$ cat src/rtl/switch_debouncer.sv
// Multi-channel slide-switch debouncer: two-flop synchronizer per bit, then a
// per-channel stability counter that commits a new level after STABLE_CNT cycles.
module switch_debouncer #(
  parameter int unsigned WIDTH      = 4,
  parameter int unsigned STABLE_CNT = 1000000
) (
  input  logic             clk,
  input  logic             rst_n,
  input  logic [WIDTH-1:0] swt,
  output logic [WIDTH-1:0] swt_db,
  output logic [WIDTH-1:0] rise,
  output logic [WIDTH-1:0] fall,
  output logic             busy
);

  localparam int unsigned    CW      = $clog2(STABLE_CNT);
  localparam logic [CW-1:0]  CNT_MAX = CW'(STABLE_CNT - 1);

  logic [WIDTH-1:0] sync1;
  logic [WIDTH-1:0] sync2;
  logic [CW-1:0]    cnt      [WIDTH];
  logic [CW-1:0]    cnt_next [WIDTH];
  logic [WIDTH-1:0] db_next;
  logic             busy_next;

  // A channel only counts while its synchronized level disagrees with the
  // committed level; any agreement, or a commit, returns the count to zero.
  always_comb begin
    db_next   = swt_db;
    busy_next = 1'b0;
    for (int unsigned i = 0; i < WIDTH; i++) begin
      cnt_next[i] = '0;
      if (sync2[i] != swt_db[i]) begin
        if (cnt[i] == CNT_MAX) begin
          db_next[i] = sync2[i];
        end else begin
          cnt_next[i] = cnt[i] + CW'(1);
        end
      end
      busy_next = busy_next | (cnt_next[i] != '0);
    end
  end

  always_ff @(posedge clk) begin
    if (!rst_n) begin
      sync1  <= '0;
      sync2  <= '0;
      swt_db <= '0;
      rise   <= '0;
      fall   <= '0;
      busy   <= 1'b0;
      for (int unsigned i = 0; i < WIDTH; i++) begin
        cnt[i] <= '0;
      end
    end else begin
      sync1  <= swt;
      sync2  <= sync1;
      swt_db <= db_next;
      rise   <= db_next & ~swt_db;
      fall   <= ~db_next & swt_db;
      busy   <= busy_next;
      for (int unsigned i = 0; i < WIDTH; i++) begin
        cnt[i] <= cnt_next[i];
      end
    end
  end

endmodule

$ cat config.mk
export PLATFORM = sky130hd
export DESIGN_NAME = switch_debouncer
export DESIGN_NICKNAME = d
export VERILOG_FILES = /design/src/rtl/switch_debouncer.sv
export SDC_FILE = /design/constraint.sdc
export NUM_CORES = 1
export LEC_CHECK = 0
export ABC_AREA = 1
export CAP_MARGIN = 20
export CORE_UTILIZATION = 45
export CTS_BUF_LIST = sky130_fd_sc_hd__clkbuf_2 sky130_fd_sc_hd__clkbuf_4 sky130_fd_sc_hd__clkbuf_8
export CTS_CLUSTER_SIZE = 30
export DETAILED_ROUTE_END_ITERATION = 12
export HOLD_SLACK_MARGIN = 0.02
export SLEW_MARGIN = 25
export SYNTH_ARGS = -nofsm -noshare
export SYNTH_HDL_FRONTEND = slang
export SYNTH_SLANG_ARGS = --single-unit
$ cat constraint.sdc
create_clock -name clk -period 1.9 [get_ports clk]
set_input_delay 0.57 -clock clk [delete_from_list [all_inputs] [get_ports clk]]
set_output_delay 0.57 -clock clk [all_outputs]
set_load 0.02 [all_outputs]
==> out/results.tsv, run 1 <==
stage	metric	value	unit
worst_setup_path	CP Launch Type	flop	
timing	Slew Viols, Final	0	
grt	initial antenna violation count	0	
floorplan	die area	13120	um2
timing	Setup-failing EPs final	1	
finish	Finished Core Util	0.5813	
finish	fin area	7069	um2
finish	Final #Nets	1018	
clock_network	Max clock buf depth	2	
worst_setup_path	Crit path arrival time	2.22	ns
synthesis	Synth top area share	0.3549	
placement	Placement Setup Slack	-0.2105	ns
worst_setup_path	Crit-path slowest cell	dfxtp_2	
timing	Slew headroom	0.7302	
power	VDD IR max	0.3610	mV
clock_network	CTS buffer count	9	
timing	final worst slack	-0.03069	ns
synthesis	Ys Warns	0	
power	Psw	880.1	uW
worst_setup_path	worst-path cell chain	ha_4 -> nand3_4 -> nor2_4 -> nand4_1 -> nand2_1 -> nand2_1 -> nor2_1 -> nand2_1 -> nor2_1 -> nand2_1 -> nor2_1 -> nand2_1 -> nor2_1 -> nor2_1	
routing	drt wl/cell	12.81	um
floorplan	core area	12160	um2
synthesis	synthesized area	5698	um2
synthesis	Synth Net Count	923	
placement	number of port buffers	18	
timing	Final Hold Viols	0	
grt	Global Route Usage Sum	0.2484	
timing	Worst Tran Pin Value	0.4017	ns
timing	Clock Skews	0.01454	ns
grt	vias in the first global route	5667	
floorplan	site row count	40	
finish	most frequent cells in the layout	nand2_1 (243), nor2_1 (184), inv_1 (104)	
synthesis	top cells by area, synth	dfxtp_1 (35%), nand2_1 (16%), nor2_1 (13%)	
power	Switching Share	0.2214	
worst_setup_path	r2r startpoint	cnt[0][0]$_SDFF_PN0_	
routing	final routed DRC violation total	0	
routing	First DRT Iteration DRCs	378	
timing	period utilisation layout	1.016	
floorplan	I/O Pins	19	
clock_network	worst skew pair latency	0.40	ns
synthesis	post-synth cell types	31	
floorplan	Die W	114.5	um
clock_network	CTS root buf	clkbuf_8	
worst_setup_path	Worst Setup End Kind	flop	
floorplan	Die H	114.5	um
power	Reg power frac	0.537	
clock_network	TritonCTS Sinks	101	
routing	WL final	15.13	mm
min_path	hold_sp	sync1[1]$_SDFF_PN0_	
grt	GRT overflow	0	
worst_setup_path	Setup Crit Path Kind	flop to flop	
synthesis	Synth area leader	dfxtp_1	
worst_setup_path	maximum fanout along the worst path	4	
clock_network	CTS H-tree lvls	3	
routing	Final ANT Viol Nets	0	
finish	share of cells above drive strength 1	0.1866	
routing	Vias	5888	
placement	post-place instance area	6588	um2
timing	RSZ-0062 raised after global routing	true	
power	Pwr Total	3975	uW
synthesis	cell count after synthesis	913	
worst_setup_path	Critical Path Max Stage Delay	0.37	ns
clock_network	CTS tree	built	
finish	most common cell after layout, fill and taps aside	nand2_1	
run_status	failing checks	setup timing	
finish	Filler Cell Count	1242	
grt	first-pass GRT wire length	25.65	mm
min_path	worst min-delay path class	flop to flop	
finish	Ant. Diodes	0	
power	Pint	3094	uW
job	max-cap violation count	0	
placement	post-DP HPWL	11.51	mm
worst_setup_path	Req. time, crit path	2.19	ns
routing	DR pass1 iterations	5	
run_status	outcome	finished, violations left	
power	power per cell area	562.2	nW/um2
grt	largest net degree at the start of global routing	38	
routing	Vias/cell	4.986	
timing	Final min period	1.931	ns
finish	Area growth syn-to-layout	24.07	%
synthesis	syn_area_per_cell	6.241	um2
worst_setup_path	Worst Setup SP	cnt[0][0]$_SDFF_PN0_	
synthesis	number of synthesized register bits	101	
power	Leak	0.003299	uW
power	clock power share	0.425	
synthesis	sequential share of the synthesized area	0.3549	
placement	routability cong.	0.9000	
floorplan	starting density of the core	0.4685	
clock_network	Clock Pin Slew Worst Setup and Hold Paths	0.09	ns
timing	Fmax	518.0	MHz
power	Logic pwr share	0.037	
[metal layers]
layer	up-vias	share of wire	global-route usage
met5	-	0	0
met4	0	0.020	0.08918
met3	20	0.034	0.04235
met2	99	0.47	0.4230
met1	2706	0.48	0.3155
li1	3063	-	-
[worst max-delay path, delay by kind of cell, from the launching register on]
| kind | cells | cell delay [ns] |
|---|---|---|
| adders and majority gates | 1 | 0.16 |
| DFF | 1 | 0.37 |
| and+or+nand+nor | 13 | 1.31 |
[cell families (layout without fill, tap and decap cells)]
kind of cell / count (synthesis) / count (layout) / share of synthesized area
AO/OA/AOI/OAI: 37 / 37 / 0.03535
XOR/XNOR: 10 / 10 / 0.01801
adder cells (fa/ha/maj): 4 / 4 / 0.008784
buffers and inverters: 126 / 226 / 0.08344
flip-flops: 101 / 101 / 0.3549
AND/OR/NAND/NOR: 635 / 635 / 0.4996
[synth_stat cells]
cell type and count:
nand4_1 26, nand3_4 1, a31oi_1 1, inv_2 6, nand3_2 7, ha_1 4, buf_2 2, dfxtp_1 101
clkinv_1 2, nor2_1 196, a21oi_1 9, and2_1 3, o21ai_0 19, nand2_1 244, o21bai_1 4, nor2_2 11
nor3_1 9, or2_1 1, a21o_1 2, xnor2_1 3, nor4_1 4, xor2_1 5, nand3_1 99, or2_2 6
nand3b_1 6, o21ai_1 2, nor2_4 13, nand2_2 9, xnor2_2 2, inv_1 107, clkbuf_1 9
[power groups by stage]
| stage | registers (uW) | logic [uW] | clock network [uW] |
|---|---|---|---|
| 6_report | 2140 | 149 | 1690 |
| 5_1_grt | 2140 | 166 | 1820 |
| 4_1_cts | 2130 | 148 | 1750 |
| 3_5_place_dp | 2180 | 149 | 0 |
| 3_3_place_gp | 2180 | 148 | 0 |
| 2_1_floorplan | 2180 | 72.2 | 0 |
[flip-flops by register name, indices dropped and copies added (netlist names)]
signal and cells:
sync1 4, fall 4, busy 1, sync2 4, swt_db 4, cnt 80
rise 4
[layout make-up]
| type | instances | area, um2 | area share |
|---|---|---|---|
| Timing Repair Buffer | 95 | 787.0 | 0.1113 |
| Clock inverter | 6 | 108.9 | 0.01540 |
| Multi-Input combinational cell | 686 | 3352 | 0.4742 |
| Sequential cell | 101 | 2039 | 0.2885 |
| Clock buffer | 10 | 137.6 | 0.01947 |
| Tap cell | 168 | 210.2 | 0.02973 |
| Inverter | 115 | 434.2 | 0.06142 |
[path summary, 6_finish.rpt]
check | slack, ns | endpoint | cells past startpoint
min reg2reg | 0.42 | sync2[1]$_SDFF_PN0_ | 2
max | -0.03 | busy$_SDFF_PN0_ | 14
min | 0.42 | sync2[1]$_SDFF_PN0_ | 2
max reg2reg | -0.03 | busy$_SDFF_PN0_ | 14
[what timing repair did]
action,CTS,global route
setup buffers,0,8
hold buffers,0,0
setup endpoints to repair,8,6
pin swaps,0,14
resized for setup,8,56
[per-stage QoR]
| step | setup TNS (ns) | std cells | hold slack [ns] |
|---|---|---|---|
| finish | -0.03069 | 1181 | 0.4231 |
| global route | -0.2445 | 1181 | 0.4430 |
| CTS | -0.1202 | 1173 | 0.4277 |
| detailed placement | -0.2105 | 1157 | 0.4044 |
| global placement | -0.2057 | 1157 | 0.3982 |
| floorplan | 0 | 913 | 0.3905 |
Power figures use the tool's default switching activity.
==> inputs of run 2 (changes only) <==
==> constraint.sdc (replaced) <==
create_clock -name clk -period 1.9 [get_ports clk]
set_input_delay 0.38 -clock clk [delete_from_list [all_inputs] [get_ports clk]]
set_output_delay 0.38 -clock clk [all_outputs]
set_load 0.02 [all_outputs]
==> out/results.tsv, run 2 (synthesized netlist as in run 1, its figures left out) <==
stage	metric	value	unit	change
run_status	outcome	finished, violations left		
run_status	failing checks	setup timing		
routing	First DRT Iteration DRCs	427		+13%
clock_network	hold buffer count at CTS	0		unchanged
routing	Met3 Routed Length	683	um	+34%
grt	largest net degree at the start of global routing	38		unchanged
worst_setup_path	Crit path arrival time	2.24	ns	+0.02 ns
power	power per cell area	509.3	nW/um2	-9.4%
clock_network	CTS tree	built		
routing	wl on met1	7.143	mm	-1.5%
timing	Fmax	510.6	MHz	-1.4%
timing	RSZ-0062 raised after global routing	true		
worst_setup_path	Setup Crit Path Kind	flop to flop		
finish	most frequent cells in the layout	nand2_1 (230), nor2_1 (172), inv_1 (105)		
grt	Global Route Usage Sum	0.2462		-0.002209
timing	setup TNS	-0.05839	ns	-0.02770 ns
timing	Slew Viols, Final	0		unchanged
finish	most common cell after layout, fill and taps aside	nand2_1		
grt	initial antenna violation count	0		unchanged
timing	Clock Skews	0.005573	ns	-0.008965 ns
power	Reg power frac	0.573		+0.036
finish	fin area	7328	um2	+3.7%
power	Logic pwr share	0.041		+0.004
grt	first-pass GRT wire length	25.54	mm	-0.41%
min_path	worst min-delay path class	flop to flop		
power	Psw	857.8	uW	-2.5%
finish	Most flops, register	cnt		
floorplan	Die W	114.5	um	unchanged
routing	final routed DRC violation total	0		unchanged
floorplan	core area	12160	um2	unchanged
power	VDD IR max	0.3910	mV	+8.3%
timing	Final min period	1.958	ns	+0.02770 ns
worst_setup_path	Critical Path Max Stage Delay	0.37	ns	about the same
floorplan	I/O Pins	19		unchanged
routing	WL final	15.52	mm	+2.6%
timing	period utilisation layout	1.031		+0.01458
power	Pint	2874	uW	-7.1%
routing	Final ANT Viol Nets	0		unchanged
timing	Slew headroom	0.7297		about the same
power	Switching Share	0.2298		+0.008404
finish	Area growth syn-to-layout	28.61	%	
grt	GRT overflow	0		unchanged
timing	Setup-failing EPs final	1		unchanged
placement	routability cong.	0.8956		-0.49%
routing	DR pass1 iterations	5		unchanged
routing	Vias	5949		+1.0%
floorplan	Die H	114.5	um	unchanged
worst_setup_path	CP Launch Type	flop		
power	clock power share	0.386		-0.039
job	max-cap violation count	0		unchanged
worst_setup_path	Crit-path slowest cell	dfxtp_2		
finish	share of cells above drive strength 1	0.2390		+0.05245
timing	Final Hold Viols	0		unchanged
clock_network	CTS root buf	clkbuf_8		
placement	post-place instance area	6573	um2	-0.23%
routing	top sig layer	met4		
worst_setup_path	maximum fanout along the worst path	4		unchanged
clock_network	CTS buffer count	9		unchanged
routing	Vias/cell	4.987		about the same
timing	Worst Tran Pin Value	0.4023	ns	+0.0006467 ns
finish	Ant. Diodes	0		unchanged
placement	post-DP HPWL	11.33	mm	-1.6%
clock_network	CTS H-tree lvls	3		unchanged
clock_network	worst skew pair latency	0.38	ns	-0.02 ns
worst_setup_path	most used cell, CP	nor2_1		
timing	worst hold slack	0.4206	ns	-0.002508 ns
clock_network	TritonCTS Sinks	101		unchanged
placement	Placement Setup Slack	-0.1878	ns	+0.02265 ns
worst_setup_path	worst-path cell chain	ha_4 -> nand3_4 -> nor2_4 -> nand3_4 -> buf_4 -> nand2_1 -> nand2_1 -> nor2_1 -> nand3_1 -> nor2_2 -> nand3_1 -> nor2_1 -> nor2_1		
worst_setup_path	Req. time, crit path	2.18	ns	about the same
clock_network	Max clock buf depth	2		unchanged
timing	final worst slack	-0.05839	ns	-0.02770 ns
floorplan	die area	13120	um2	unchanged
finish	Final #Nets	1031		+1.3%
worst_setup_path	Worst Setup End Kind	flop		
routing	drt wl/cell	13.01	um	+1.6%
power	Leak	0.003307	uW	+0.23%
placement	number of port buffers	18		unchanged
floorplan	site row count	40		unchanged
finish	number of flip-flops in the largest register	80		unchanged
grt	vias in the first global route	5577		-1.6%
clock_network	Clock Pin Slew Worst Setup and Hold Paths	0.09	ns	about the same
routing	met2 routed WL	7.290	mm	+3.2%
floorplan	starting density of the core	0.4685		unchanged
## run 2: per-stage QoR
step | utilization | power, uW | cells
after detailed placement | 0.5404 | 2327 | 1155
after floorplan | - | 2256 | 913
after global placement | 0.5404 | 2327 | 1155
after CTS | 0.5707 | 3781 | 1181
after global routing | 0.6026 | 3893 | 1193
final | 0.6026 | 3732 | 1193
## run 2: final cells by class
type	instances	area, um2
fillers	1188	4833
multi-input cells	686	3545
flip-flops and latches	101	2049
repair buffers	108	888.4
inverters	115	431.7
well taps	168	210.2
clock buffers	12	158.9
clock inverters	3	45.04
## run 2: critical path, delay by kind of cell (launching register included)
family	cells	cell delay, ns
AND/OR/NAND/NOR	11	1.15
buffers and inverters	1	0.15
flip-flops	1	0.37
adder cells (fa/ha/maj)	1	0.18
## run 2: power groups by stage
stage	registers, uW	logic (uW)	clock network, uW
4_1_cts	2140	145	1500
3_3_place_gp	2180	143	0
2_1_floorplan	2180	72.2	0
6_report	2140	153	1440
5_1_grt	2140	168	1590
3_5_place_dp	2180	143	0
## run 2: what timing repair did
| action | in CTS | in global routing |
|---|---|---|
| pin swaps | 9 | 48 |
| gates resized for setup | 25 | 88 |
| setup buffers | 11 | 13 |
| cloned | 0 | 0 |
| setup endpoints to repair | 2 | 3 |
## run 2: per-layer routing
| layer | up-vias | track usage |
|---|---|---|
| li1 | 3084 | - |
| met1 | 2697 | 0.3176 |
| met2 | 136 | 0.4081 |
| met3 | 32 | 0.04553 |
| met4 | 0 | 0.09351 |
| met5 | - | 0 |
## run 2: final timing paths
check	startpoint	endpoint	slack, ns	depth (start not counted)
setup reg to reg	cnt[2][0]$_SDFF_PN0_	busy$_SDFF_PN0_	-0.06	13
hold / removal	sync1[1]$_SDFF_PN0_	sync2[1]$_SDFF_PN0_	0.42	2
hold reg to reg	sync1[1]$_SDFF_PN0_	sync2[1]$_SDFF_PN0_	0.42	2
setup / recovery	cnt[2][0]$_SDFF_PN0_	busy$_SDFF_PN0_	-0.06	13
==> inputs of run 3 (changes only) <==
--- a/config.mk
+++ b/config.mk
@@ -9,7 +9,7 @@
 export CAP_MARGIN = 20
 export CORE_UTILIZATION = 45
 export CTS_BUF_LIST = sky130_fd_sc_hd__clkbuf_2 sky130_fd_sc_hd__clkbuf_4 sky130_fd_sc_hd__clkbuf_8
-export CTS_CLUSTER_SIZE = 30
+export CTS_CLUSTER_SIZE = 20
 export DETAILED_ROUTE_END_ITERATION = 12
 export HOLD_SLACK_MARGIN = 0.02
 export SLEW_MARGIN = 25
==> results of run 3 <==
Final layout, timing and power as in run 2 (identical DEF).
